==> src/rtl/pipe_hazard_ctrl_pkg.sv <==
// rtl/pipe_hazard_ctrl_pkg.sv - shared encodings and constants for the hazard sequencer
package pipe_hazard_ctrl_pkg;

    typedef enum logic [1:0] {
        MD_NONE = 2'd0,
        MD_MULT = 2'd1,
        MD_DIV  = 2'd2,
        MD_RSVD = 2'd3
    } md_op_e;

    localparam logic [1:0]  TUSE_NONE  = 2'd3;
    localparam logic [4:0]  CP0_EPC    = 5'd14;
    localparam logic [31:0] HANDLER_PC = 32'h0000_4180;

endpackage

==> src/rtl/pipe_hazard_ctrl_if.sv <==
// rtl/pipe_hazard_ctrl_if.sv - decode/CP0 inputs and pipeline-register controls of the hazard sequencer
interface pipe_hazard_ctrl_if;

    logic        Req;
    logic [4:0]  D_rs;
    logic [4:0]  D_rt;
    logic [1:0]  D_Tuse_rs;
    logic [1:0]  D_Tuse_rt;
    logic [4:0]  E_wa;
    logic [1:0]  E_Tnew;
    logic [4:0]  M_wa;
    logic [1:0]  M_Tnew;
    logic        D_is_md;
    logic [1:0]  E_md_op;
    logic        D_eret;
    logic        E_mtc0_epc;
    logic        M_mtc0_epc;

    logic        pc_en;
    logic        fd_en;
    logic        fd_flush;
    logic        de_flush;
    logic        md_start;
    logic        md_busy;
    logic        stall;
    logic [31:0] stall_cnt;

    modport master (
        output Req, D_rs, D_rt, D_Tuse_rs, D_Tuse_rt, E_wa, E_Tnew, M_wa, M_Tnew,
               D_is_md, E_md_op, D_eret, E_mtc0_epc, M_mtc0_epc,
        input  pc_en, fd_en, fd_flush, de_flush, md_start, md_busy, stall, stall_cnt
    );

    modport slave (
        input  Req, D_rs, D_rt, D_Tuse_rs, D_Tuse_rt, E_wa, E_Tnew, M_wa, M_Tnew,
               D_is_md, E_md_op, D_eret, E_mtc0_epc, M_mtc0_epc,
        output pc_en, fd_en, fd_flush, de_flush, md_start, md_busy, stall, stall_cnt
    );

endinterface

==> src/rtl/pipe_hazard_ctrl_md_busy_cnt.sv <==
// rtl/pipe_hazard_ctrl_md_busy_cnt.sv - multiply/divide busy counter
module pipe_hazard_ctrl_md_busy_cnt #(
    parameter int MULT_CYCLES = 5,
    parameter int DIV_CYCLES  = 10,
    parameter int CNT_W       = 4
) (
    input  logic clk,
    input  logic reset,
    input  logic md_start,
    input  logic md_div,
    output logic md_busy
);

    logic [CNT_W-1:0] count;

    // A running operation is never cancelled by an exception; only reset clears it.
    always_ff @(posedge clk) begin
        if (reset) begin
            count <= '0;
        end else if (md_start) begin
            count <= md_div ? CNT_W'(DIV_CYCLES) : CNT_W'(MULT_CYCLES);
        end else if (count != '0) begin
            count <= count - CNT_W'(1);
        end
    end

    assign md_busy = !reset && (md_start || (count != '0));

endmodule

==> src/rtl/pipe_hazard_ctrl.sv <==
// rtl/pipe_hazard_ctrl.sv - stall/flush sequencer for the five-stage pipeline
module pipe_hazard_ctrl
    import pipe_hazard_ctrl_pkg::*;
#(
    parameter int MULT_CYCLES = 5,
    parameter int DIV_CYCLES  = 10,
    parameter int CNT_W       = 4
) (
    input  logic               clk,
    input  logic               reset,
    pipe_hazard_ctrl_if.slave  hz
);

    logic        md_start;
    logic        md_div;
    logic        md_busy;
    logic        haz_rs;
    logic        haz_rt;
    logic        md_stall;
    logic        epc_stall;
    logic        stall;
    logic [31:0] stall_cnt;

    // An exception in M kills the younger E instruction before it can start the MDU.
    assign md_div   = (hz.E_md_op == MD_DIV);
    assign md_start = ((hz.E_md_op == MD_MULT) || md_div) && !hz.Req && !reset;

    pipe_hazard_ctrl_md_busy_cnt #(
        .MULT_CYCLES (MULT_CYCLES),
        .DIV_CYCLES  (DIV_CYCLES),
        .CNT_W       (CNT_W)
    ) u_md_busy_cnt (
        .clk      (clk),
        .reset    (reset),
        .md_start (md_start),
        .md_div   (md_div),
        .md_busy  (md_busy)
    );

    // Tuse of 3 never loses against a 2-bit Tnew, so unused operands need no special case.
    assign haz_rs = (hz.D_rs != 5'd0) &&
                    (((hz.E_wa == hz.D_rs) && (hz.E_Tnew > hz.D_Tuse_rs)) ||
                     ((hz.M_wa == hz.D_rs) && (hz.M_Tnew > hz.D_Tuse_rs)));
    assign haz_rt = (hz.D_rt != 5'd0) &&
                    (((hz.E_wa == hz.D_rt) && (hz.E_Tnew > hz.D_Tuse_rt)) ||
                     ((hz.M_wa == hz.D_rt) && (hz.M_Tnew > hz.D_Tuse_rt)));

    assign md_stall  = hz.D_is_md && md_busy;
    assign epc_stall = hz.D_eret && (hz.E_mtc0_epc || hz.M_mtc0_epc);
    assign stall     = !reset && !hz.Req && (haz_rs || haz_rt || md_stall || epc_stall);

    always_ff @(posedge clk) begin
        if (reset) begin
            stall_cnt <= '0;
        end else if (stall) begin
            stall_cnt <= stall_cnt + 32'd1;
        end
    end

    assign hz.pc_en     = !stall;
    assign hz.fd_en     = !stall;
    assign hz.de_flush  = stall;
    assign hz.fd_flush  = hz.D_eret && !stall && !hz.Req && !reset;
    assign hz.md_start  = md_start;
    assign hz.md_busy   = md_busy;
    assign hz.stall     = stall;
    assign hz.stall_cnt = stall_cnt;

endmodule

==> src/flat_wrapper.sv <==
// flat-port wrapper written by rule: the top's interface ports become plain ports
module pipe_hazard_ctrl_flat import pipe_hazard_ctrl_pkg::*;
#(
    parameter int MULT_CYCLES = 5,
    parameter int DIV_CYCLES  = 10,
    parameter int CNT_W       = 4
)
  (clk, reset, hz_Req, hz_D_rs, hz_D_rt, hz_D_Tuse_rs, hz_D_Tuse_rt, hz_E_wa, hz_E_Tnew, hz_M_wa, hz_M_Tnew, hz_D_is_md, hz_E_md_op, hz_D_eret, hz_E_mtc0_epc, hz_M_mtc0_epc, hz_pc_en, hz_fd_en, hz_fd_flush, hz_de_flush, hz_md_start, hz_md_busy, hz_stall, hz_stall_cnt);
  pipe_hazard_ctrl_if hz_i ();
  input  logic clk;
  input  logic reset;
  input wire logic [$bits(hz_i.Req)-1:0] hz_Req;
  input wire logic [$bits(hz_i.D_rs)-1:0] hz_D_rs;
  input wire logic [$bits(hz_i.D_rt)-1:0] hz_D_rt;
  input wire logic [$bits(hz_i.D_Tuse_rs)-1:0] hz_D_Tuse_rs;
  input wire logic [$bits(hz_i.D_Tuse_rt)-1:0] hz_D_Tuse_rt;
  input wire logic [$bits(hz_i.E_wa)-1:0] hz_E_wa;
  input wire logic [$bits(hz_i.E_Tnew)-1:0] hz_E_Tnew;
  input wire logic [$bits(hz_i.M_wa)-1:0] hz_M_wa;
  input wire logic [$bits(hz_i.M_Tnew)-1:0] hz_M_Tnew;
  input wire logic [$bits(hz_i.D_is_md)-1:0] hz_D_is_md;
  input wire logic [$bits(hz_i.E_md_op)-1:0] hz_E_md_op;
  input wire logic [$bits(hz_i.D_eret)-1:0] hz_D_eret;
  input wire logic [$bits(hz_i.E_mtc0_epc)-1:0] hz_E_mtc0_epc;
  input wire logic [$bits(hz_i.M_mtc0_epc)-1:0] hz_M_mtc0_epc;
  output wire logic [$bits(hz_i.pc_en)-1:0] hz_pc_en;
  output wire logic [$bits(hz_i.fd_en)-1:0] hz_fd_en;
  output wire logic [$bits(hz_i.fd_flush)-1:0] hz_fd_flush;
  output wire logic [$bits(hz_i.de_flush)-1:0] hz_de_flush;
  output wire logic [$bits(hz_i.md_start)-1:0] hz_md_start;
  output wire logic [$bits(hz_i.md_busy)-1:0] hz_md_busy;
  output wire logic [$bits(hz_i.stall)-1:0] hz_stall;
  output wire logic [$bits(hz_i.stall_cnt)-1:0] hz_stall_cnt;
  assign hz_i.Req = hz_Req;
  assign hz_i.D_rs = hz_D_rs;
  assign hz_i.D_rt = hz_D_rt;
  assign hz_i.D_Tuse_rs = hz_D_Tuse_rs;
  assign hz_i.D_Tuse_rt = hz_D_Tuse_rt;
  assign hz_i.E_wa = hz_E_wa;
  assign hz_i.E_Tnew = hz_E_Tnew;
  assign hz_i.M_wa = hz_M_wa;
  assign hz_i.M_Tnew = hz_M_Tnew;
  assign hz_i.D_is_md = hz_D_is_md;
  assign hz_i.E_md_op = hz_E_md_op;
  assign hz_i.D_eret = hz_D_eret;
  assign hz_i.E_mtc0_epc = hz_E_mtc0_epc;
  assign hz_i.M_mtc0_epc = hz_M_mtc0_epc;
  assign hz_pc_en = hz_i.pc_en;
  assign hz_fd_en = hz_i.fd_en;
  assign hz_fd_flush = hz_i.fd_flush;
  assign hz_de_flush = hz_i.de_flush;
  assign hz_md_start = hz_i.md_start;
  assign hz_md_busy = hz_i.md_busy;
  assign hz_stall = hz_i.stall;
  assign hz_stall_cnt = hz_i.stall_cnt;
  pipe_hazard_ctrl #(.MULT_CYCLES(MULT_CYCLES), .DIV_CYCLES(DIV_CYCLES), .CNT_W(CNT_W)) u_core (.clk(clk), .reset(reset), .hz(hz_i));
endmodule
==> config.mk <==
export PLATFORM = sky130hd
export DESIGN_NAME = pipe_hazard_ctrl_flat
export DESIGN_NICKNAME = d
export VERILOG_FILES = /design/src/rtl/pipe_hazard_ctrl_pkg.sv /design/src/rtl/pipe_hazard_ctrl_if.sv /design/src/rtl/pipe_hazard_ctrl_md_busy_cnt.sv /design/src/rtl/pipe_hazard_ctrl.sv /design/src/flat_wrapper.sv
export SDC_FILE = /design/constraint.sdc
export NUM_CORES = 1
export LEC_CHECK = 0
export ABC_CLOCK_PERIOD_IN_PS = 2100
export CELL_PAD_IN_SITES_DETAIL_PLACEMENT = 1
export CELL_PAD_IN_SITES_GLOBAL_PLACEMENT = 1
export CORE_MARGIN = 10
export CORE_UTILIZATION = 31
export CTS_BUF_LIST = sky130_fd_sc_hd__clkbuf_4
export DETAILED_ROUTE_END_ITERATION = 10
export PLACE_DENSITY_LB_ADDON = 0.1
export SLEW_MARGIN = 20
export SYNTH_ARGS = -nofsm -noshare
export SYNTH_HDL_FRONTEND = slang
export SYNTH_SLANG_ARGS = --single-unit
export TNS_END_PERCENT = 20
==> constraint.sdc <==
create_clock -name clk -period 2.1 [get_ports clk]
set_input_delay 0.315 -clock clk [delete_from_list [all_inputs] [get_ports clk]]
set_output_delay 0.315 -clock clk [all_outputs]
set_load 0.005 [all_outputs]
== Word level (Yosys, flattened, before mapping) ==
Cells that the tools add are included.

* Logic and storage cells: 48
* Register bits: 36
* Output and inout bits: 39

* Add/sub/neg operators: 2
* Muxes and demuxes: 3
* Order comparisons: 4
* Equal/unequal tests: 6
* Reductions and logical operators: 31

{| class="wikitable"
|+ Operators with widths
! cell !! count
|-
| $add 32x1->32 const B || 1
|-
| $eq 5x5->1 || 4
|-
| $logic_and 1x1->1 || 16
|-
| $mux 4 || 3
|-
| $reduce_bool 5->1 || 2
|-
| $gt 2x2->1 || 4
|-
| $logic_or 1x1->1 || 8
|-
| $reduce_bool 4->1 || 1
|-
| $sub 4x1->4 const B || 1
|-
| $logic_not 1->1 || 3
|-
| $eq 2x1->1 const B || 1
|-
| $eq 2x2->1 const B || 1
|-
| $reduce_bool 2->1 || 1
|}

== Longest topological paths before layout ==
* Word-level depth: 14
* Mapped depth: 12
* Depth with buffers taken out: 10

== Hierarchy ==
From an unflattened synthesis, not the netlist that was laid out.

* Cell total of the unflattened synthesis: 278
* Area, all modules: 2361.0 um^2

{| class="wikitable"
|+ By module, submodules not included
! module !! cells each !! area each (um^2) !! times used
|-
| pipe_hazard_ctrl || 253 || 2129.5 || 1
|-
| pipe_hazard_ctrl_md_busy_cnt || 25 || 231.5 || 1
|}

== Worst setup path before layout ==
Ideal clock, no wire load.

* Kind: input port to output port
* Start: input hz_D_Tuse_rt[1]
* End: output hz_pc_en
* Buffers on the path: 2
* Stages on the path: 11
* Data arrival time: 2.070 ns
* Setup slack: -0.285 ns
* Required time: 1.785 ns
* Cell sequence: inv_1 ha_1 nand2_1 nand4_1 nor4_1 o22ai_1 and3_1 buf_2 nor3_1 inv_1 buf_4

* Cells in the longest elaborated chain, start to end: 9

{| class="wikitable"
|+ Ends and longest elaborated chain
! what !! RTL line !! source
|-
| start: declaration || flat_wrapper.sv:16 || <nowiki>input wire logic [$bits(hz_i.D_Tuse_rt)-1:0] hz_D_Tuse_rt;</nowiki>
|-
| $gt 2x2->1, on equally long branches || pipe_hazard_ctrl.sv:45, pipe_hazard_ctrl.sv:46 ||
|-
| $logic_and 1x1->1, on equally long branches || pipe_hazard_ctrl.sv:45, pipe_hazard_ctrl.sv:46 ||
|-
| $logic_or 1x1->1 * || pipe_hazard_ctrl.sv:45 || <nowiki>(((hz.E_wa == hz.D_rt) && (hz.E_Tnew > hz.D_Tuse_rt)) ||</nowiki>
|-
| $logic_and 1x1->1 * || pipe_hazard_ctrl.sv:44 || <nowiki>assign haz_rt = (hz.D_rt != 5'd0) &&</nowiki>
|-
| $logic_or 1x1->1 * (3 in a row) || pipe_hazard_ctrl.sv:50 || <nowiki>assign stall = !reset && !hz.Req && (haz_rs || haz_rt || md_stall || epc_stall);</nowiki>
|-
| $logic_and 1x1->1 * || pipe_hazard_ctrl.sv:50 ||
|-
| via hz_de_flush || flat_wrapper.sv:29 || <nowiki>output wire logic [$bits(hz_i.de_flush)-1:0] hz_de_flush;</nowiki>
|-
| $logic_not 1->1 * || - ||
|-
| end: declaration || flat_wrapper.sv:26 || <nowiki>output wire logic [$bits(hz_i.pc_en)-1:0] hz_pc_en;</nowiki>
|}

Mark *: on every way through the listed nets, which the timed path passes. The rest lies on a longest branch.

== Final worst setup path ==
* Start: register u_core.u_md_busy_cnt.count[0]
* End: register u_core.stall_cnt[8] (netlist: u_core.hz.stall_cnt[8])

* Cells in the longest elaborated chain, start to end: 7

{| class="wikitable"
|+ Ends and longest elaborated chain
! what !! RTL line !! source
|-
| start: declaration || pipe_hazard_ctrl_md_busy_cnt.sv:14 || <nowiki>logic [CNT_W-1:0] count;</nowiki>
|-
| start signal: assignment || pipe_hazard_ctrl_md_busy_cnt.sv:21 || <nowiki>count <= md_div ? CNT_W'(DIV_CYCLES) : CNT_W'(MULT_CYCLES);</nowiki>
|-
| start signal: assignment || pipe_hazard_ctrl_md_busy_cnt.sv:23 || <nowiki>count <= count - CNT_W'(1);</nowiki>
|-
| $reduce_bool 4->1 || pipe_hazard_ctrl_md_busy_cnt.sv:27 || <nowiki>assign md_busy = !reset && (md_start || (count != '0));</nowiki>
|-
| $logic_or 1x1->1 || pipe_hazard_ctrl_md_busy_cnt.sv:27 ||
|-
| $logic_and 1x1->1 || pipe_hazard_ctrl_md_busy_cnt.sv:27 ||
|-
| $logic_and 1x1->1 || pipe_hazard_ctrl.sv:48 || <nowiki>assign md_stall = hz.D_is_md && md_busy;</nowiki>
|-
| $logic_or 1x1->1 (2 in a row) || pipe_hazard_ctrl.sv:50 ||
|-
| $logic_and 1x1->1 || pipe_hazard_ctrl.sv:50 ||
|-
| end signal: assignment || pipe_hazard_ctrl.sv:56 || <nowiki>stall_cnt <= stall_cnt + 32'd1;</nowiki>
|-
| end: declaration || pipe_hazard_ctrl.sv:22 || <nowiki>logic [31:0] stall_cnt;</nowiki>
|}

Every way passes these cells.
A chain may end at the register's enable or synchronous reset.

==> key figures <==
Run status
  – Status: finished with violations
  – Failing checks: setup timing

Drt
  – Via Count: around 2.8k
  – Routed len/inst: between 15 and 20 um
  – Vias per cell: about 5.2
  – First-pass iteration count of the detailed router: 4
  – Initial DRC Count: 49
  – DRC viols: 0
  – Detail Route Antenna Nets: 0
  – DRT Wirelength: 9.33 mm

Synthesis
  – Synth Cell Area: about 0.0023 mm2
  – Async set-reset flop share out of synthesis: 0
  – Mapped Nets: 347
  – Syn Area/Cell: just under 8 um2
  – Gate Count Post-Synth: 298
  – Seq/Total Area, Yosys: 0.308
  – Number of enable flip-flop cells after synthesis: 0
  – Post-synth cell types: 40
  – Ys Warns: 0
  – Dominant synthesized flop cell: dfxtp_1
  – Post-synthesis register bit count: 36

Placed design
  – DP Area: around 0.0036 mm2
  – DP HPWL: ~6.7 mm
  – Place WS: -0.854 ns
  – Placed Cells: 512
  – IO buf count: 75
  – Final Wtd Congestion: a little over 0.8

Timing
  – Pins over their slew limit: 0
  – Highest clock rate: 0.435 GHz
  – Final WS setup: -0.199 ns
  – Tcrit/Tclk final: 1.09
  – Worst Tran Pin Value: approximately 0.4 ns
  – Minimum clock period: ~2.3 ns
  – Unrepaired setup endpoints after global routing: true
  – Final hold vios: 0
  – Slew margin rel.: 0.734
  – Setup violations, final: 26
  – Clk_skew: 0.00809 ns
  – Hold WS: about 0.51 ns

GRT
  – Initial antenna violation count: 1
  – Vias in the first global route: around 3.1k
  – First-pass GRT wire length: 15.3 mm
  – Largest net degree at the start of global routing: 32
  – Grt total ovfl: 0
  – Total Routing Usage GR: 0.162

Finish
  – Share of post-route cells with drive strength above 1: 0.369
  – Area used by multi-input combinational logic: around 0.0019 mm2
  – Nets: about 480
  – FF/Latch Area: about 720 um2
  – Most frequent cells in the layout: buf_4, clkdlybuf4s50_1, dfxtp_1, nand2_1
  – N_diodes: 0
  – Final std cells w/o fill: roughly 530
  – Commonest non-fill, non-tap cell in the layout: buf_4
  – Area Growth Syn to Fin: 74.6%
  – Fin area: 0.00409 mm2
  – FILL cells: 900

Worst setup path
  – Critical path buffers and inverters: 4
  – Slowest library cell on the worst path: or3_4
  – Required time worst endpoint: ~2.4 ns
  – CP Capture Type: flip-flop
  – Arr. time, crit path: between 2 and 3 ns
  – CP peak stage delay: about 0.36 ns
  – Largest fanout on the critical path: 8
  – CP delay by family, top: simple AND/OR/NAND/NOR gates
  – Startpoint Class: flip-flop
  – Critical path cell sequence: inv_2 > ha_4 > nor3b_4 > a21o_1 > inv_2 > a21oi_2 > buf_4 > or2_4 > and3_4 > buf_6 > or3_4 > a21oi_2
  – Setup CP Type: flip-flop to flip-flop

Power
  – Cell leakage power: between 1.5 and 2 nW
  – Cell Int Power: between 1 and 1.5 mW
  – Combinational share of power: 0.422
  – NetSw: about 0.65 mW
  – Worst vdd ir: 0.180 mV
  – Switching share of power: 0.331
  – Sequential Power Share: 0.379
  – Clock Power Share: 0.199
  – PD cells: slightly below 500 mW/mm2

Floorplanning
  – Total core area: between 0.007 and 0.008 mm2
  – Initial Util: 0.321
  – Full die area: 0.0114 mm2
  – Die width: about 110 um
  – I/O Pins: 76
  – Die Span Y: around 110 um
  – # rows: 31

Clocking
  – Worst skew pair latency: 0.34 ns
  – Hold buffers post-CTS: 0
  – CTS H-tree depth: 2
  – CTS Sinks: 36
  – Total CTS buffers: 5
  – CTS max path bufs: 2
  – TritonCTS clock tree: done
  – Clock slew at reported path FFs: about 0.12 ns
  – CTS Root Cell: clkbuf_4

Flow run
  – Max-Cap Viols: 0

Worst hold path
  – Min-Delay Path Class: flip-flop to flip-flop
==> through the flow <==
stage | power (mW) | utilization | setup TNS, ns
after floorplan | 1.09 | - | -0.143
after global placement | 1.41 | 0.496 | -22.79
after detailed placement | 1.43 | 0.496 | -25.02
after CTS | 1.94 | 0.544 | -1.76
after global routing | 2.10 | 0.561 | -6.53
final | 1.97 | 0.561 | -2.91
==> power groups by stage <==
stage               Clock, mW  Sequential [mW]  Combinational (mW)
floorplan                   0            0.769               0.326
global placement            0            0.755               0.656
detailed placement          0            0.757               0.675
CTS                     0.402            0.747               0.795
global route            0.435            0.751               0.913
finish                  0.392            0.746               0.831
==> kinds of logic (layout without fill, tap and decap cells) <==
family,count (synthesis),in the layout,synth area share
simple gates,115,115,0.265
flops,36,36,0.308
buf+inv,33,169,0.0614
compound gates,69,69,0.178
xor+xnor,33,33,0.123
fa+ha+maj,12,12,0.0641
==> cells in the mapped netlist, types with 4 or more instances <==
cell type | instances | area share
nand3_1 | 13 | 0.028
dfxtp_1 | 36 | 0.31
a311oi_1 | 6 | 0.022
nand4_1 | 11 | 0.029
buf_2 | 4 | 0.0085
xor2_1 | 9 | 0.034
nor4_1 | 5 | 0.013
nand2_1 | 24 | 0.038
xnor2_1 | 24 | 0.090
or3_1 | 11 | 0.029
inv_1 | 18 | 0.029
a21oi_1 | 28 | 0.060
o31ai_1 | 5 | 0.016
o21ai_1 | 12 | 0.026
and3_1 | 9 | 0.024
or4_1 | 8 | 0.026
clkbuf_1 | 7 | 0.011
ha_1 | 12 | 0.064
nor2_1 | 21 | 0.034
and4_1 | 4 | 0.015
a31oi_1 | 4 | 0.011
==> layout make-up <==
type	count	share of cell area
Multi-Input combinational cell	229	0.458
Clock buffer	6	0.0110
Tap cell	99	0.0303
Sequential cell	36	0.177
Timing Repair Buffer	142	0.300
Inverter	19	0.0211
Clock inverter	2	0.00275
==> worst register-to-register path, cell delays in order (launching register included) <==
cell and delay [ns]:
dfxtp_2 0.35, inv_2 0.05, ha_4 0.15, nor3b_4 0.15
a21o_1 0.20, inv_2 0.07, a21oi_2 0.06, buf_4 0.13
or2_4 0.25, and3_4 0.20, buf_6 0.13, or3_4 0.36
a21oi_2 0.14
==> layer usage <==
layer,wire [um],GRT usage
met3,443,0.0455
met2,4930,0.301
met1,3790,0.175
met4,151,0.0464
met5,15,0
==> registers in the layout (all words and copies together), names as in the netlist <==
name and cells:
u_core.hz.stall_cnt 32, u_core.u_md_busy_cnt.count 4
==> repair_timing <==
item | in CTS | in global routing
setup endpoints to repair | 39 | 37
pin swaps | 44 | 18
setup buffers | 12 | 1
gates resized for setup | 150 | 24
==> path summary, 6_finish.rpt <==
check	startpoint	endpoint	slack, ns	cells past startpoint
max reg2reg	u_core.u_md_busy_cnt.count[0]	u_core.hz.stall_cnt[8]	-0.20	12
max	u_core.u_md_busy_cnt.count[0]	u_core.hz.stall_cnt[8]	-0.20	12
min	u_core.hz.stall_cnt[27]	u_core.hz.stall_cnt[27]	0.51	2
min reg2reg	u_core.hz.stall_cnt[27]	u_core.hz.stall_cnt[27]	0.51	2
Note: power is estimated with default switching activity, not from simulation.
